==> src/rtl/decryption_sequencer_if.sv <==
// decryption_sequencer_if: byte-input, engine-steering and status bundle for the decryption sequencer
//   master: sequencer view (takes select/valid_i/data_i/eng_*_i, drives eng_*_o/sel_o/busy/msg_*)
//   slave : environment view (regfile, input demux, engines, status consumers)
interface decryption_sequencer_if #(parameter int SYS_DWIDTH = 8);
  logic [1:0] select;
  logic valid_i;
  logic [SYS_DWIDTH-1:0] data_i;
  logic [2:0] eng_valid_o;
  logic [SYS_DWIDTH-1:0] eng_data_o;
  logic [2:0] eng_busy_i;
  logic [2:0] eng_valid_i;
  logic [1:0] sel_o;
  logic busy;
  logic msg_done;
  logic msg_err;
  modport master(
    input select, valid_i, data_i, eng_busy_i, eng_valid_i,
    output eng_valid_o, eng_data_o, sel_o, busy, msg_done, msg_err
  );
  modport slave(
    output select, valid_i, data_i, eng_busy_i, eng_valid_i,
    input eng_valid_o, eng_data_o, sel_o, busy, msg_done, msg_err
  );
endinterface

==> src/rtl/decryption_sequencer.sv <==
// decryption_sequencer: per-message controller steering input bytes to the caesar/scytale/zigzag engines
//   clk   : system clock, rising edge
//   rst_n : synchronous active-low reset
//   bus   : decryption_sequencer_if.master
//           select (algorithm, latched at message start), valid_i/data_i (input bytes),
//           eng_valid_o/eng_data_o (one-hot forwarded byte), eng_busy_i/eng_valid_i (engine status),
//           sel_o (output mux select), busy, msg_done/msg_err (one-cycle pulses)
//   DECRYPT_SEQ_TIMEOUT_EN: when defined, WAIT aborts with msg_err after TIMEOUT cycles
module decryption_sequencer #(
  parameter int SYS_DWIDTH = 8,
  parameter int MAX_LEN = 50,
  parameter logic [SYS_DWIDTH-1:0] END_CHAR = 8'hFA
`ifdef DECRYPT_SEQ_TIMEOUT_EN
  , parameter int TIMEOUT = 1023
`endif
) (
  input logic clk,
  input logic rst_n,
  decryption_sequencer_if.master bus
);
  typedef enum logic [2:0] {IDLE, LOAD, WAIT, DRAIN, FLUSH} state_t;
  localparam int LW = $clog2(MAX_LEN + 1);
  state_t state, state_n;
  logic [LW-1:0] len, len_n;
  logic [1:0] sel, sel_n;
  logic [2:0] eng_valid, eng_valid_n;
  logic [SYS_DWIDTH-1:0] eng_data;
  logic busy, done, err, done_n, err_n;
  logic is_end, full, eng_v, eng_b, fwd, tmo;
  assign is_end = bus.data_i == END_CHAR;
  // a further non-terminator byte would make the message MAX_LEN long with no room for the terminator
  assign full = len == LW'(MAX_LEN - 1);
  assign eng_v = bus.eng_valid_i[sel];
  assign eng_b = bus.eng_busy_i[sel];
`ifdef DECRYPT_SEQ_TIMEOUT_EN
  logic [9:0] cnt;
  // held at zero outside WAIT, so it is already clear on WAIT entry
  always_ff @(posedge clk)
    cnt <= (!rst_n || state != WAIT) ? '0 : cnt + 1'b1;
  assign tmo = state == WAIT && cnt == 10'(TIMEOUT);
`else
  assign tmo = 1'b0;
`endif
  always_ff @(posedge clk)
    if (!rst_n) begin
      state <= IDLE;
      len <= '0;
      sel <= '0;
      eng_valid <= '0;
      eng_data <= '0;
      busy <= 1'b0;
      done <= 1'b0;
      err <= 1'b0;
    end else begin
      state <= state_n;
      len <= len_n;
      sel <= sel_n;
      eng_valid <= eng_valid_n;
      if (fwd) eng_data <= bus.data_i;
      busy <= state_n != IDLE;
      done <= done_n;
      err <= err_n;
    end
  always_comb begin
    state_n = state;
    case (state)
      IDLE: if (bus.valid_i && bus.select != 2'd3) state_n = is_end ? WAIT : LOAD;
      LOAD: if (bus.valid_i) state_n = is_end ? WAIT : (full ? FLUSH : LOAD);
      FLUSH: if (bus.valid_i && is_end) state_n = IDLE;
      WAIT: state_n = eng_v ? DRAIN : (tmo ? IDLE : WAIT);
      DRAIN: if (!eng_v && !eng_b) state_n = IDLE;
      default: state_n = IDLE;
    endcase
  end
  always_comb begin
    fwd = bus.valid_i && ((state == IDLE && bus.select != 2'd3) || (state == LOAD && (is_end || !full)));
    sel_n = (state == IDLE && fwd) ? bus.select : sel;
    len_n = fwd ? (state == IDLE ? LW'(1) : len + 1'b1) : len;
    eng_valid_n = fwd ? 3'(3'b001 << sel_n) : 3'b000;
    err_n = tmo || (bus.valid_i && ((state == IDLE && bus.select == 2'd3) ||
            (state == LOAD && !is_end && full) || state == WAIT || state == DRAIN));
    done_n = state == DRAIN && !eng_v && !eng_b;
  end
  assign bus.eng_valid_o = eng_valid;
  assign bus.eng_data_o = eng_data;
  assign bus.sel_o = sel;
  assign bus.busy = busy;
  assign bus.msg_done = done;
  assign bus.msg_err = err;
endmodule

==> src/flat_wrapper.sv <==
// flat-port wrapper written by rule: the top's interface ports become plain ports
module decryption_sequencer_flat 
#(
  parameter int SYS_DWIDTH = 8,
  parameter int MAX_LEN = 50,
  parameter logic [SYS_DWIDTH-1:0] END_CHAR = 8'hFA

)
  (clk, rst_n, bus_select, bus_valid_i, bus_data_i, bus_eng_busy_i, bus_eng_valid_i, bus_eng_valid_o, bus_eng_data_o, bus_sel_o, bus_busy, bus_msg_done, bus_msg_err);
  decryption_sequencer_if #(.SYS_DWIDTH(SYS_DWIDTH)) bus_i ();
  input logic clk;
  input logic rst_n;
  input wire logic [$bits(bus_i.select)-1:0] bus_select;
  input wire logic [$bits(bus_i.valid_i)-1:0] bus_valid_i;
  input wire logic [$bits(bus_i.data_i)-1:0] bus_data_i;
  input wire logic [$bits(bus_i.eng_busy_i)-1:0] bus_eng_busy_i;
  input wire logic [$bits(bus_i.eng_valid_i)-1:0] bus_eng_valid_i;
  output wire logic [$bits(bus_i.eng_valid_o)-1:0] bus_eng_valid_o;
  output wire logic [$bits(bus_i.eng_data_o)-1:0] bus_eng_data_o;
  output wire logic [$bits(bus_i.sel_o)-1:0] bus_sel_o;
  output wire logic [$bits(bus_i.busy)-1:0] bus_busy;
  output wire logic [$bits(bus_i.msg_done)-1:0] bus_msg_done;
  output wire logic [$bits(bus_i.msg_err)-1:0] bus_msg_err;
  assign bus_i.select = bus_select;
  assign bus_i.valid_i = bus_valid_i;
  assign bus_i.data_i = bus_data_i;
  assign bus_i.eng_busy_i = bus_eng_busy_i;
  assign bus_i.eng_valid_i = bus_eng_valid_i;
  assign bus_eng_valid_o = bus_i.eng_valid_o;
  assign bus_eng_data_o = bus_i.eng_data_o;
  assign bus_sel_o = bus_i.sel_o;
  assign bus_busy = bus_i.busy;
  assign bus_msg_done = bus_i.msg_done;
  assign bus_msg_err = bus_i.msg_err;
  decryption_sequencer #(.SYS_DWIDTH(SYS_DWIDTH), .MAX_LEN(MAX_LEN), .END_CHAR(END_CHAR)) u_core (.clk(clk), .rst_n(rst_n), .bus(bus_i));
endmodule
==> config.mk <==
export PLATFORM = sky130hd
export DESIGN_NAME = decryption_sequencer_flat
export DESIGN_NICKNAME = d
export VERILOG_FILES = /design/src/rtl/decryption_sequencer_if.sv /design/src/rtl/decryption_sequencer.sv /design/src/flat_wrapper.sv
export SDC_FILE = /design/constraint.sdc
export NUM_CORES = 1
export LEC_CHECK = 0
export BUFFER_PORTS_ARGS = -buffer_cell sky130_fd_sc_hd__buf_2
export CAP_MARGIN = 15
export CORE_MARGIN = 10
export CORE_UTILIZATION = 30
export CTS_BUF_LIST = sky130_fd_sc_hd__clkbuf_2
export CTS_CLUSTER_DIAMETER = 150
export DETAILED_ROUTE_END_ITERATION = 12
export GPL_ROUTABILITY_DRIVEN = 1
export GPL_TIMING_DRIVEN = 0
export SYNTH_ARGS = -nofsm -noshare
export SYNTH_HDL_FRONTEND = slang
export SYNTH_SLANG_ARGS = --single-unit
==> constraint.sdc <==
create_clock -name clk -period 3.4 [get_ports clk]
set_input_delay 0.51 -clock clk [delete_from_list [all_inputs] [get_ports clk]]
set_output_delay 0.51 -clock clk [all_outputs]
set_load 0.02 [all_outputs]
======== Word-level counts from Yosys, hierarchy flattened ========
Cells that the tools add are included.
word-level totals
  word-level logic and storage cells ...... 59
  register bits after elaboration ......... 25
  output and inout port bits .............. 16
  input port bits ......................... 19
operators by class
  magnitude comparators ................... 1
  reductions and logical operators ........ 25
  mux-type cells .......................... 15
  shift operators ......................... 1
  $add $sub $neg .......................... 1
  equal/unequal tests ..................... 8
operator list
  operator               count
  $mux W3                6
  $pmux W3 S5            1
  $logic_and A1 B1 Y1    13
  $eq A8 B8 Y1 const B   1
  $add A6 B1 Y6 const B  1
  $eq A3 B2 Y1 const B   2
  $eq A6 B6 Y1 const B   1
  $mux W6                1
  $logic_or A1 B1 Y1     5
  $bmux W1 S2            2
  $logic_not A1 Y1       4
  $mux W2                2
  $eq A3 B1 Y1 const B   1
  $eq A3 B3 Y1 const B   1
  $logic_not A3 Y1       1
  $lt A2 B3 Y1 const B   1
  $mux W1                3
  $reduce_bool A3 Y1     1
  $shl A1 B2 Y3 const A  1
  $eq A2 B2 Y1 const B   1
  $ne A2 B2 Y1 const B   1
  $reduce_and A2 Y1      1

======== Logic depth before layout (Yosys ltp) ========
  depth after elaboration ................. 9
  depth in mapped cells ................... 9
  depth with buffers taken out ............ 7

======== Worst setup path after synthesis ========
OpenSTA, ideal clock, no wires.
  path type ............................... input port to flip-flop
  start ................................... input bus_data_i[2]
  end ..................................... register u_core.len[3]
  path buffers ............................ 1
  setup time .............................. 70 ps
  cell stages on the path ................. 6
  path slack .............................. 1741 ps
  arrival ................................. 1589 ps
  data required time ...................... 3330 ps
  cell sequence ........................... nand4b_1 -> o211ai_2 -> a21boi_2 -> buf_6 -> or3_1 -> a21oi_1
between the ends
  longest elaborated chain between the ends .. 5
RTL lines
  item                  line                        RTL
  start, declared       flat_wrapper.sv:15          input wire logic [$bits(bus_i.data_i)-1:0] bus_data_i;
  $eq A8 B8 Y1          decryption_sequencer.sv:30  assign is_end = bus.data_i == END_CHAR;
  $logic_or A1 B1 Y1    decryption_sequencer.sv:76  fwd = bus.valid_i && ((state == IDLE && bus.select != 2'd3) || (state == LOAD && (is_end || !full)));
  $logic_and A1 B1 Y1   decryption_sequencer.sv:76
  $logic_or A1 B1 Y1    decryption_sequencer.sv:76
  $logic_and A1 B1 Y1   decryption_sequencer.sv:76
  end signal, assigned  decryption_sequencer.sv:56  len <= len_n;
  end, declared         decryption_sequencer.sv:24  logic [LW-1:0] len, len_n;
No other way between the ends.
A chain may end at the register's enable or synchronous reset.

======== Worst setup path after layout ========
  start ................................... register u_core.len[0]
  end ..................................... register u_core.eng_data[0], in the netlist u_core.bus.eng_data_o[0]
between the ends
  longest elaborated chain between the ends .. 6
RTL lines
  item                  line                        RTL
  $eq A6 B6 Y1          decryption_sequencer.sv:32  assign full = len == LW'(MAX_LEN - 1);
  $logic_not A1 Y1      decryption_sequencer.sv:76
  $logic_or A1 B1 Y1    decryption_sequencer.sv:76
  $logic_and A1 B1 Y1   decryption_sequencer.sv:76
  $logic_or A1 B1 Y1    decryption_sequencer.sv:76
  $logic_and A1 B1 Y1   decryption_sequencer.sv:76
  end signal, assigned  decryption_sequencer.sv:59  if (fwd) eng_data <= bus.data_i;
  end, declared         decryption_sequencer.sv:27  logic [SYS_DWIDTH-1:0] eng_data;
No other way between the ends.

==> out/metrics.csv <==
metric,value,unit
crit-path max FO,10,
HP Start,bus_data_i[3],
Die Ht,83.8,um
DP Worst Slack,1.46,ns
ys flop type,dfxtp_1,
unique cell type count in the Yosys netlist,42,
num rows,23,
CP Launch Type,flop,
CP max stage cell,dfxtp_1,
antenna violations before repair,0,
io pins,35,
VDD IR-drop max,139,uV
hold_buf cts,0,
starting density of the core,0.307,
total of flip-flops plus latches after synthesis,25,
RePlAce Congestion,0.731,
Rel. slew slack,0.752,
delay of the slowest cell on the worst path,0.47,ns
post-route ant nets,0,
post-CTS resize count,0,
ratio of cells with drive above 1 in the final layout,0.302,
drt total wl,2.74,mm
final net count,191,
DIE AREA,7020,um^2
final hold vios,0,
"EDFF count, synth",0,
Final Skew,0.0371,ns
fraction of registers with async set/reset,0,
Syn Area/Cell,9.31,um^2
# diodes,0,
first-pass GRT wire length,4.86,mm
Worst Path Required,3.66,ns
crit path cell chain,ha_1 > and4bb_1 > o211ai_2 > a21boi_2 > buf_6 > buf_6 > mux2i_1 > nor2_1,
CP endpoint kind,flop,
TritonCTS clock tree,yes,
"Arr. time, crit path",2.12,ns
cts bufs inserted,3,
"Top cell by count, worst path",buf_6,
Layout area overhead,20.9,%
critical path class,flop to flop,
First-pass DRT Iterations,4,
placed insts,215,
mean routed wirelength per cell,12.5,um
Iteration-0 DRC Markers,59,
most frequent cells in the layout,"buf_2, dfxtp_1, nor2_1",
top cell type's share of synthesized area,0.410,
DR vias,1043,
total of max-cap violations,0,
crit path buf inv count,2,
"Setup Fix Bufs, Post-CTS",0,
grt ovf,0,
largest net degree at the start of global routing,16,
"CTS clk-pin slew, worst paths",0.28,ns
post-synthesis sequential area ratio,0.410,
Critical Path Source,u_core.len[0],
status,"finished, final reports clean",
HP Class,primary input to flop,
post-synth net total,152,
clk sink count,25,
CTS Root Cell,clkbuf_2,
H-tree depth,1,
Sum Neg Setup Slack,0,ns
"area leader, netlist",dfxtp_1,
dpl hpwl,2.16,mm
die width,83.8,um
PortBufs,34,
Slew Limit Fails,0,
Final setup violation count,0,
worst reg2reg setup slack,1.54,ns
Synth Warn #,0,
largest cells by area after synthesis,"dfxtp_1, mux2i_1, a21oi_1",
DRC Markers,0,
worst-skew pair later-pin latency,0.38,ns
RSZ-0062 raised after global routing,false,
core area,3970,um^2
vias in the first global route,1057,
"delay-heaviest family, CP",flip-flops,
fin crit share,0.546,
f_max,0.538,GHz
Reg2Reg Launch Point,u_core.len[0],
Global Route Usage Sum,0.0795,
drt via density,4.76,
Mapped Area,1220,um^2
Synth Instances,131,
min Tclk post-route,1.86,ns
leakage,0.656,nW
pwr dens,381,nW/um^2
final worst slack,1.54,ns
Finished Layout Cells,219,
CTS Buffer Depth,2,
worst slew pin tran,0.372,ns
"most common cell after layout, fill and taps aside",buf_2,
cell families after synthesis:
family          after synthesis  synth area share
compound gates               26             0.137
fa+ha+maj                     2            0.0205
buf+inv                       8            0.0369
flops                        25             0.410
mux                          11            0.0913
simple gates                 59             0.304
report_power, final:
group	total, W	internal (W)	switching [W]
sequential	0.000321	0.000309	0.0000119
combinational	0.000117	0.0000512	0.0000655
clock	0.000124	0.0000273	0.0000971
synthesized netlist by cell type (2+ instances only):
cell type / n
ha_1: 2
or4_1: 2
nor2_1: 13
dfxtp_1: 25
a21oi_1: 11
nor2_2: 2
nor3_1: 3
nand3_1: 3
nand3b_1: 3
or3_1: 3
o21ai_0: 4
nand2b_1: 3
nand2_1: 8
o21ai_1: 2
nor2b_1: 6
buf_6: 2
mux2i_1: 10
inv_1: 5
tightest hold or removal path, cell delays in order:
cell and delay (ns):
buf_2 0.09, mux2i_1 0.06, nor2_1 0.07
worst paths after layout:
path	endpoint	depth (start not counted)
setup reg to reg	u_core.bus.eng_data_o[0]	8
hold / removal	u_core.bus.eng_data_o[3]	3
hold reg to reg	u_core.len[1]	2
setup / recovery	u_core.bus.eng_data_o[0]	8
stage by stage:
| step | hold slack (ns) | utilization | total power (W) | area, um^2 |
|---|---|---|---|---|
| global route | 0.357 | 0.371 | 0.000598 | 1480 |
| global placement | 0.472 | 0.366 | 0.000445 | 1450 |
| detailed placement | 0.484 | 0.366 | 0.000445 | 1450 |
| finish | 0.359 | 0.371 | 0.000562 | 1480 |
| floorplan | 0.466 | - | 0.000405 | 1220 |
| CTS | 0.352 | 0.371 | 0.000572 | 1480 |
flip-flops by register name (all words and copies together) (netlist names):
signal,cells
u_core.bus.busy,1
u_core.bus.msg_done,1
u_core.state,3
u_core.bus.msg_err,1
u_core.bus.sel_o,2
u_core.bus.eng_valid_o,3
u_core.bus.eng_data_o,8
u_core.len,6
layer usage:
metal	GRT usage	up-vias	routed length, um
li1	-	546	-
met4	0.0274	0	29
met5	0	-	0
met3	0.0254	4	165
met2	0.128	21	1300
met1	0.0963	472	1240
cell type report:
class | count | area (um^2)
multi-input cells | 98 | 674
fillers | 424 | 2500
clock inverters | 1 | 7.51
well taps | 50 | 62.6
flip-flops and latches | 25 | 500
inverters | 5 | 18.8
clock buffers | 3 | 15.0
repair buffers | 34 | 170
plain buffers | 3 | 26.3
No activity file was read; power rests on OpenSTA's default activity.
